## src/rtl/dfi_cmd_sequencer.sv

```systemverilog
// DFI command sequencer: runs the DDR power-up/mode-register init sequence on
// p0, then passes host commands onto the selected phase and inserts periodic
// PRECHARGE-ALL + AUTO-REFRESH pairs. All DFI outputs are registered.
module dfi_cmd_sequencer #(
    parameter int NUM_AD  = 13,
    parameter int NUM_BA  = 2,
    parameter int TINIT   = 20000,
    parameter int TRP     = 2,
    parameter int TMRD    = 2,
    parameter int TRFC    = 10,
    parameter int TDLL    = 200,
    parameter int TREFI   = 780,
    parameter int TGUARD  = 4,
    parameter logic [NUM_AD-1:0] MR_VAL  = NUM_AD'(13'h0022),
    parameter logic [NUM_AD-1:0] EMR_VAL = NUM_AD'(13'h0000)
) (
    input  logic              sys_clk,
    input  logic              sys_rst_n,
    input  logic              cmd_valid,
    output logic              cmd_ready,
    input  logic              cmd_phase,
    input  logic              cmd_ras_n,
    input  logic              cmd_cas_n,
    input  logic              cmd_we_n,
    input  logic [NUM_AD-1:0] cmd_a,
    input  logic [NUM_BA-1:0] cmd_ba,
    output logic              init_done,
    output logic [NUM_AD-1:0] dfi_address_p0,
    output logic [NUM_AD-1:0] dfi_address_p1,
    output logic [NUM_BA-1:0] dfi_bank_p0,
    output logic [NUM_BA-1:0] dfi_bank_p1,
    output logic              dfi_cs_n_p0,
    output logic              dfi_cs_n_p1,
    output logic              dfi_cke_p0,
    output logic              dfi_cke_p1,
    output logic              dfi_ras_n_p0,
    output logic              dfi_ras_n_p1,
    output logic              dfi_cas_n_p0,
    output logic              dfi_cas_n_p1,
    output logic              dfi_we_n_p0,
    output logic              dfi_we_n_p1
);

    // One phase word is {cs_n, ras_n, cas_n, we_n, bank, address}
    localparam int PW    = 4 + NUM_BA + NUM_AD;
    // The sum bounds every individual wait, so the shared counter always fits
    localparam int CNT_W = $clog2(TINIT + TDLL + TRFC + TRP + TMRD + TGUARD + 1);
    localparam int REF_W = $clog2(TREFI + 1);

    localparam logic [3:0] ENC_NOP  = 4'b0111;
    localparam logic [3:0] ENC_PRE  = 4'b0010;
    localparam logic [3:0] ENC_AREF = 4'b0001;
    localparam logic [3:0] ENC_LMR  = 4'b0000;
    localparam logic [3:0] ENC_RST  = 4'b1111;

    localparam logic [NUM_AD-1:0] A_ALLBANK = NUM_AD'(1024); // A10
    localparam logic [NUM_AD-1:0] A_DLLRST  = NUM_AD'(256);  // A8
    localparam logic [NUM_BA-1:0] BA_ZERO   = '0;
    localparam logic [NUM_AD-1:0] A_ZERO    = '0;

    localparam logic [PW-1:0] W_NOP   = {ENC_NOP, BA_ZERO, A_ZERO};
    localparam logic [PW-1:0] W_RST   = {ENC_RST, BA_ZERO, A_ZERO};
    localparam logic [PW-1:0] W_PRE   = {ENC_PRE, BA_ZERO, A_ALLBANK};
    localparam logic [PW-1:0] W_AREF  = {ENC_AREF, BA_ZERO, A_ZERO};
    localparam logic [PW-1:0] W_EMR   = {ENC_LMR, NUM_BA'(1), EMR_VAL};
    localparam logic [PW-1:0] W_MRDLL = {ENC_LMR, BA_ZERO, MR_VAL | A_DLLRST};
    localparam logic [PW-1:0] W_MR    = {ENC_LMR, BA_ZERO, MR_VAL & ~A_DLLRST};

    // Command states issue their command in the entry cycle, then idle on NOP
    // until the shared counter has run down.
    typedef enum logic [3:0] {
        S_WAIT_INIT, S_CKE_ON, S_PRE1, S_EMR, S_MRDLL, S_PRE2, S_REF1, S_REF2,
        S_MR, S_DLL, S_IDLE, S_GUARD, S_REF_PRE, S_REF_AR
    } state_t;

    state_t            state_q, state_d;
    logic [CNT_W-1:0]  cnt_q, cnt_d;
    logic [REF_W-1:0]  ref_cnt_q, ref_cnt_d;
    logic              ref_pending_q, ref_pending_d;
    logic              init_done_q, init_done_d;
    logic              cmd_ready_q, cmd_ready_d;
    logic              cke_q, cke_d;
    logic [PW-1:0]     ph0_q, ph0_d;
    logic [PW-1:0]     ph1_q, ph1_d;
    logic              cnt_zero;
    logic              ref_load;
    logic              ref_clear;
    logic [PW-1:0]     host_word;

    assign cnt_zero  = (cnt_q == '0);
    assign host_word = {1'b0, cmd_ras_n, cmd_cas_n, cmd_we_n, cmd_ba, cmd_a};

    // Next-state, wait counter, refresh bookkeeping and next-cycle DFI words
    always_comb begin
        state_d       = state_q;
        cnt_d         = cnt_zero ? cnt_q : cnt_q - 1'b1;
        ph0_d         = W_NOP;
        ph1_d         = W_NOP;
        ref_load      = 1'b0;
        ref_clear     = 1'b0;
        ref_cnt_d     = ref_cnt_q;
        ref_pending_d = ref_pending_q;

        case (state_q)
            S_WAIT_INIT: if (cnt_zero) state_d = S_CKE_ON;
            S_CKE_ON: begin
                state_d = S_PRE1;  cnt_d = CNT_W'(TRP);  ph0_d = W_PRE;
            end
            S_PRE1: if (cnt_zero) begin
                state_d = S_EMR;   cnt_d = CNT_W'(TMRD); ph0_d = W_EMR;
            end
            S_EMR: if (cnt_zero) begin
                state_d = S_MRDLL; cnt_d = CNT_W'(TMRD); ph0_d = W_MRDLL;
            end
            S_MRDLL: if (cnt_zero) begin
                state_d = S_PRE2;  cnt_d = CNT_W'(TRP);  ph0_d = W_PRE;
            end
            S_PRE2: if (cnt_zero) begin
                state_d = S_REF1;  cnt_d = CNT_W'(TRFC); ph0_d = W_AREF;
            end
            S_REF1: if (cnt_zero) begin
                state_d = S_REF2;  cnt_d = CNT_W'(TRFC); ph0_d = W_AREF;
            end
            S_REF2: if (cnt_zero) begin
                state_d = S_MR;    cnt_d = CNT_W'(TMRD); ph0_d = W_MR;
            end
            S_MR: if (cnt_zero) begin
                state_d = S_DLL;   cnt_d = CNT_W'(TDLL - 1);
            end
            S_DLL: if (cnt_zero) begin
                state_d = S_IDLE;  ref_load = 1'b1;
            end
            S_IDLE: begin
                // cmd_ready_q already excludes a pending refresh
                if (ref_pending_q) begin
                    state_d = S_GUARD; cnt_d = CNT_W'(TGUARD - 1);
                end else if (cmd_valid && cmd_ready_q) begin
                    if (cmd_phase) ph1_d = host_word;
                    else           ph0_d = host_word;
                end
            end
            S_GUARD: if (cnt_zero) begin
                state_d = S_REF_PRE; cnt_d = CNT_W'(TRP); ph0_d = W_PRE;
            end
            S_REF_PRE: if (cnt_zero) begin
                state_d = S_REF_AR;  cnt_d = CNT_W'(TRFC); ph0_d = W_AREF;
                ref_clear = 1'b1;
            end
            S_REF_AR: if (cnt_zero) state_d = S_IDLE;
            default: begin
                state_d = S_WAIT_INIT; cnt_d = CNT_W'(TINIT - 1);
            end
        endcase

        // A fresh expiry wins over the clear so no interval is lost
        if (ref_clear) ref_pending_d = 1'b0;
        if (ref_load) begin
            ref_cnt_d = REF_W'(TREFI - 1);
        end else if (init_done_q) begin
            if (ref_cnt_q == '0) begin
                ref_cnt_d     = REF_W'(TREFI - 1);
                ref_pending_d = 1'b1;
            end else begin
                ref_cnt_d = ref_cnt_q - 1'b1;
            end
        end

        cke_d       = (state_d != S_WAIT_INIT);
        init_done_d = init_done_q || (state_d == S_IDLE);
        cmd_ready_d = (state_d == S_IDLE) && !ref_pending_d;
    end

    // State and output registers; reset drops every DFI line immediately
    always_ff @(posedge sys_clk or negedge sys_rst_n) begin
        if (!sys_rst_n) begin
            state_q       <= S_WAIT_INIT;
            cnt_q         <= CNT_W'(TINIT - 1);
            ref_cnt_q     <= '0;
            ref_pending_q <= 1'b0;
            init_done_q   <= 1'b0;
            cmd_ready_q   <= 1'b0;
            cke_q         <= 1'b0;
            ph0_q         <= W_RST;
            ph1_q         <= W_RST;
        end else begin
            state_q       <= state_d;
            cnt_q         <= cnt_d;
            ref_cnt_q     <= ref_cnt_d;
            ref_pending_q <= ref_pending_d;
            init_done_q   <= init_done_d;
            cmd_ready_q   <= cmd_ready_d;
            cke_q         <= cke_d;
            ph0_q         <= ph0_d;
            ph1_q         <= ph1_d;
        end
    end

    assign cmd_ready  = cmd_ready_q;
    assign init_done  = init_done_q;
    assign dfi_cke_p0 = cke_q;
    assign dfi_cke_p1 = cke_q;
    assign {dfi_cs_n_p0, dfi_ras_n_p0, dfi_cas_n_p0, dfi_we_n_p0,
            dfi_bank_p0, dfi_address_p0} = ph0_q;
    assign {dfi_cs_n_p1, dfi_ras_n_p1, dfi_cas_n_p1, dfi_we_n_p1,
            dfi_bank_p1, dfi_address_p1} = ph1_q;

endmodule

```

## config.mk

```make
export PLATFORM = sky130hd
export DESIGN_NAME = dfi_cmd_sequencer
export DESIGN_NICKNAME = d
export VERILOG_FILES = /design/src/rtl/dfi_cmd_sequencer.sv
export SDC_FILE = /design/constraint.sdc
export NUM_CORES = 1
export LEC_CHECK = 0
export BUFFER_PORTS_ARGS = -buffer_cell sky130_fd_sc_hd__buf_2
export CAP_MARGIN = 10
export CORE_ASPECT_RATIO = 0.75
export CORE_MARGIN = 2
export CORE_UTILIZATION = 45
export DETAILED_ROUTE_END_ITERATION = 7
export PLACE_DENSITY = 0.78
export REMOVE_ABC_BUFFERS = 1
export SLEW_MARGIN = 10
export SYNTH_ARGS = -nofsm -noshare
export SYNTH_HDL_FRONTEND = slang
export SYNTH_SLANG_ARGS = --single-unit
export TNS_END_PERCENT = 5
```

## constraint.sdc

```tcl
create_clock -name sys_clk -period 6.4 [get_ports sys_clk]
set_input_delay 0 -clock sys_clk [delete_from_list [all_inputs] [get_ports sys_clk]]
set_output_delay 0 -clock sys_clk [all_outputs]
set_load 0.01 [all_outputs]
```

==> impl_summary.md <==
Finish
With fillers left out, the area of the finished cells amounts to around 0.0042 sq mm. Cells fill between 50 and 60% of the core in the end. 0 antenna diodes ended up in the layout. In the layout the commonest cells are buf_2 (63), dfrtp_1 (54), nand2_1 (28), nor2_1 (28), a21oi_1 (24). The net count reported at finish is 452. The area growth from synthesis to final layout is 21.8%. Of the cells placed in the final design, the portion with a size suffix greater than 1 is 26.7%. Fill cells in the final layout number roughly 620. The library cell used most frequently in the layout, excluding fill and tap cells, is buf_2.

Global route
The first-pass GRT wire length is 13.7 mm. The number of antenna violations at the first check in global routing was 0. The via count of the first global-routing pass is around 2700. In the global route stage, overall resource usage came out at 20.8%. Entering global routing, the biggest net connects 71 pins. The global route total overflow is 0.

Clocking
Clock tree synthesis found a total of 70 sinks. The H-tree generated during clock tree synthesis spans 3 levels. TritonCTS built the clock tree.

The cell chosen for the clock root is clkbuf_8. The clock transition at the register clock pins on the worst setup and hold paths after CTS is 90 ps. The clock latency of the later-clocked register in the worst-skew pair is between 300 and 400 ps. The clock passes through at most 2 buffers. The total clock buffers created by CTS is 9.

Synth
The post-synthesis cell type count is 58. Of all cell types, the one taking the most synthesized area is dfrtp_1. In the synthesized netlist the async set-or-reset flop fraction comes to 100%. Each instance of the synthesized netlist takes up on average 9.91 sq um. The share of the yosys chip area belonging to registers is 51.1%. In this run the biggest area consumer among cell types represents 39.0% of the synthesized area. After synthesis the cells add up to 0.00347 sq mm. The number of flops mapped to enable cells by yosys is 0.

The primary flip-flop cell chosen by synthesis mapping is dfrtp_1. After synthesis, the cell types taking the most area are dfrtp_1 (39%), dfstp_2 (12%), a21oi_1 (3.5%), and3_1 (3.2%), nand2_1 (3.0%). The number of warning messages in the yosys log is 0. Counting flops and latches in the post-synthesis netlist gives 70. In the synthesized netlist, the number of instances is between 300 and 400.

Timing
Setup violations remaining at the end of the flow were counted as 0. The max-slew violation count is 0. The final critical path takes up just over 40% of the cycle. The final sum of negative setup slack is 0 ps.

The final hold slack is 39.4 ps. Timing would allow up to ~0.38 GHz. The final hold violation count is 0. For the final database, setup skew stands at 13.7 ps. Setup repair after global routing left no endpoint under its margin. Measured against its own limit, the worst slew margin works out to 38.5%. The transition time at the pin with the least slew margin is 923 ps. For the finished layout, the period the worst path requires is 2640 ps. The worst-case setup margin in the final layout is 3760 ps.

Die
The core footprint is ~0.0074 sq mm. The floorplan has 27 rows. The die covers between 0.008 and 0.009 sq mm. 64 I/O pins were placed. The floorplan step set the die width to about 110 um. The initial utilization of the core area, before any placement, comes to between 40 and 50%.

In this run the vertical extent of the chip is between 80 and 90 um.

Worst setup path
The critical path goes through inv_1 -> ha_1 -> or4b_2 -> nor4_4 -> inv_2 -> ha_1 -> nor3_1 -> a21oi_1 -> o21ai_0 -> a221o_1. The delay of the slowest cell on the worst path is ~670 ps. In this design, the critical path's most frequently occurring cell is ha_1. The critical path start-end classification is register to register. On the critical path the largest part of the delay comes from simple AND/OR/NAND/NOR gates. STA classifies the critical path endpoint as a register. The setup check on the worst reg-to-reg path leaves a slack of 3760 ps. The source of the worst register-to-register timing path is cnt_q[0]. The combined buffer and inverter count along the critical path is 2. The required time of the critical path is 6700 ps. Among all stages on the critical path, the largest delay is contributed by or4b_2. Measured in cells, the most critical reg-to-reg path has a length of 10. The nature of the critical path startpoint is a register. Data arrives at the worst endpoint at roughly 3000 ps. The critical register-to-register path endpoint is cnt_q[0]. In this run the worst path has a maximum fanout of 18.

Place
The count of buffers added on input and output ports is 63. The post-placement cell area is 0.00383 sq mm. The weighted congestion reported at the end of routability-driven placement is around 0.86. Summed over all nets, the half-perimeter wirelength after detailed placement is 5.41 mm. The worst slack at placement is 3810 ps.

Pwr
Cell internal power was estimated by the tool at 605 uW. The power density over the cells is 192 mW/mm^2. VDD sags by at most roughly 0.13 mV. The analysis attributes to cell leakage a power of 2.01 nW. The clock network is responsible for 41.9% of the overall power.

Per report_power, the combinational group accounts for around 3.5% of the total. Of the total power, the share spent switching nets is about 25%. In this run the power spent charging and discharging nets is roughly 210 uW. The register share of total power is 54.6%.

Min path
The worst hold path terminates at ph1_q[6]. The start point of the worst min-delay path is cmd_phase. The hold path depth is 2. The class of the tightest hold or removal check is input pin to register.

Routing
For this run, design rule violations remaining after detail routing come to 0. After detailed routing, the average wire length per cell comes to 15.6 um. The first TritonRoute pass finished after 4 iterations.

The number of DRC violations after detailed-routing iteration 0 is ~300. After detailed routing, the number of vias per cell comes to between 5 and 6. The total number of vias is between 2000 and 3000. The final layout contains routed wiring with a total length of about 8.3 mm. The remaining number of nets flagged by the antenna check after routing is 0.

Run status
The run finished with clean final reports.

Job
The number of max-cap violations is 0.
## per-stage QoR
stage          instances  power [mW]
6_report             531       0.811
5_1_grt              531       0.846
4_1_cts              531       0.817
3_5_place_dp         496       0.471
3_3_place_gp         496       0.470
2_1_floorplan        329       0.453
## cell type report
| cell class | instances | area, sq um | share of cell area, % |
|---|---|---|---|
| Inverter | 10 | 37.5 | 0.889 |
| Sequential cell | 70 | 1770 | 42.0 |
| Multi-Input combinational cell | 249 | 1570 | 37.2 |
| Clock inverter | 7 | 63.8 | 1.51 |
| Tap cell | 101 | 126 | 2.99 |
| Clock buffer | 9 | 124 | 2.93 |
| Timing Repair Buffer | 85 | 528 | 12.5 |
## repair_timing
action / in CTS / in global routing
endpoints found under the hold margin: 87 / 0
resized for setup: 0 / 0
buffers inserted: 0 / 0
hold buffers: 19 / 0
## flip-flops by register name, summed over array words and instances, names as in the netlist
| name | count |
|---|---|
| ph0_q | 19 |
| ph1_q | 18 |
| cnt_q | 15 |
| ref_cnt_q | 10 |
| state_q | 4 |
| cmd_ready | 1 |
| dfi_cke_p0 | 1 |
| init_done | 1 |
| ref_pending_q | 1 |
## metal layers
layer | GRT usage (%) | wire, um | vias to the layer above
met5 | 0 | 0 | -
met4 | 5.33 | 93 | 0
met2 | 31.0 | 3750 | 102
met3 | 5.47 | 563 | 10
li1 | - | - | 1397
met1 | 30.2 | 3860 | 1362
## Yosys cell counts (all sizes together) (7+ instances only)
cell and count:
clkbuf 15, or4 7, nor2 28, dfrtp 54
dfstp 16, nor3 12, nand3 10, nor4 14
inv 10, and2 14, nand2 28, and3 18
o21ai 21, nand2b 7, xnor2 11, a21oi 24
## how the worst max path moves through the flow
stage,start,endpoint,slack (ps),cells past startpoint
2_1_floorplan,cnt_q[0],cnt_q[0],3460,10
3_3_place_gp,cnt_q[0],cnt_q[0],3880,10
3_5_place_dp,cnt_q[0],cnt_q[0],3810,10
4_1_cts,cnt_q[0],cnt_q[0],3790,10
5_1_grt,cnt_q[0],cnt_q[0],3590,10
6_report,cnt_q[0],cnt_q[0],3760,10
## power by group through the flow
stage          clock network, mW  logic, mW  registers (mW)
3_5_place_dp                   0     0.0192           0.451
6_report                   0.340     0.0285           0.443
3_3_place_gp                   0     0.0186           0.451
5_1_grt                    0.371     0.0321           0.443
2_1_floorplan                  0   0.000628           0.452
4_1_cts                    0.346     0.0282           0.443
## logic make-up after synthesis
logic type      share of synthesized area [%]
compound gates                           12.4
xor+xnor                                 4.29
fa+ha+maj                                1.80
buf+inv                                  4.04
flops                                    51.1
mux                                     0.938
other cells                             0.108
simple gates                             25.3
(Power assumes the default switching activity.)
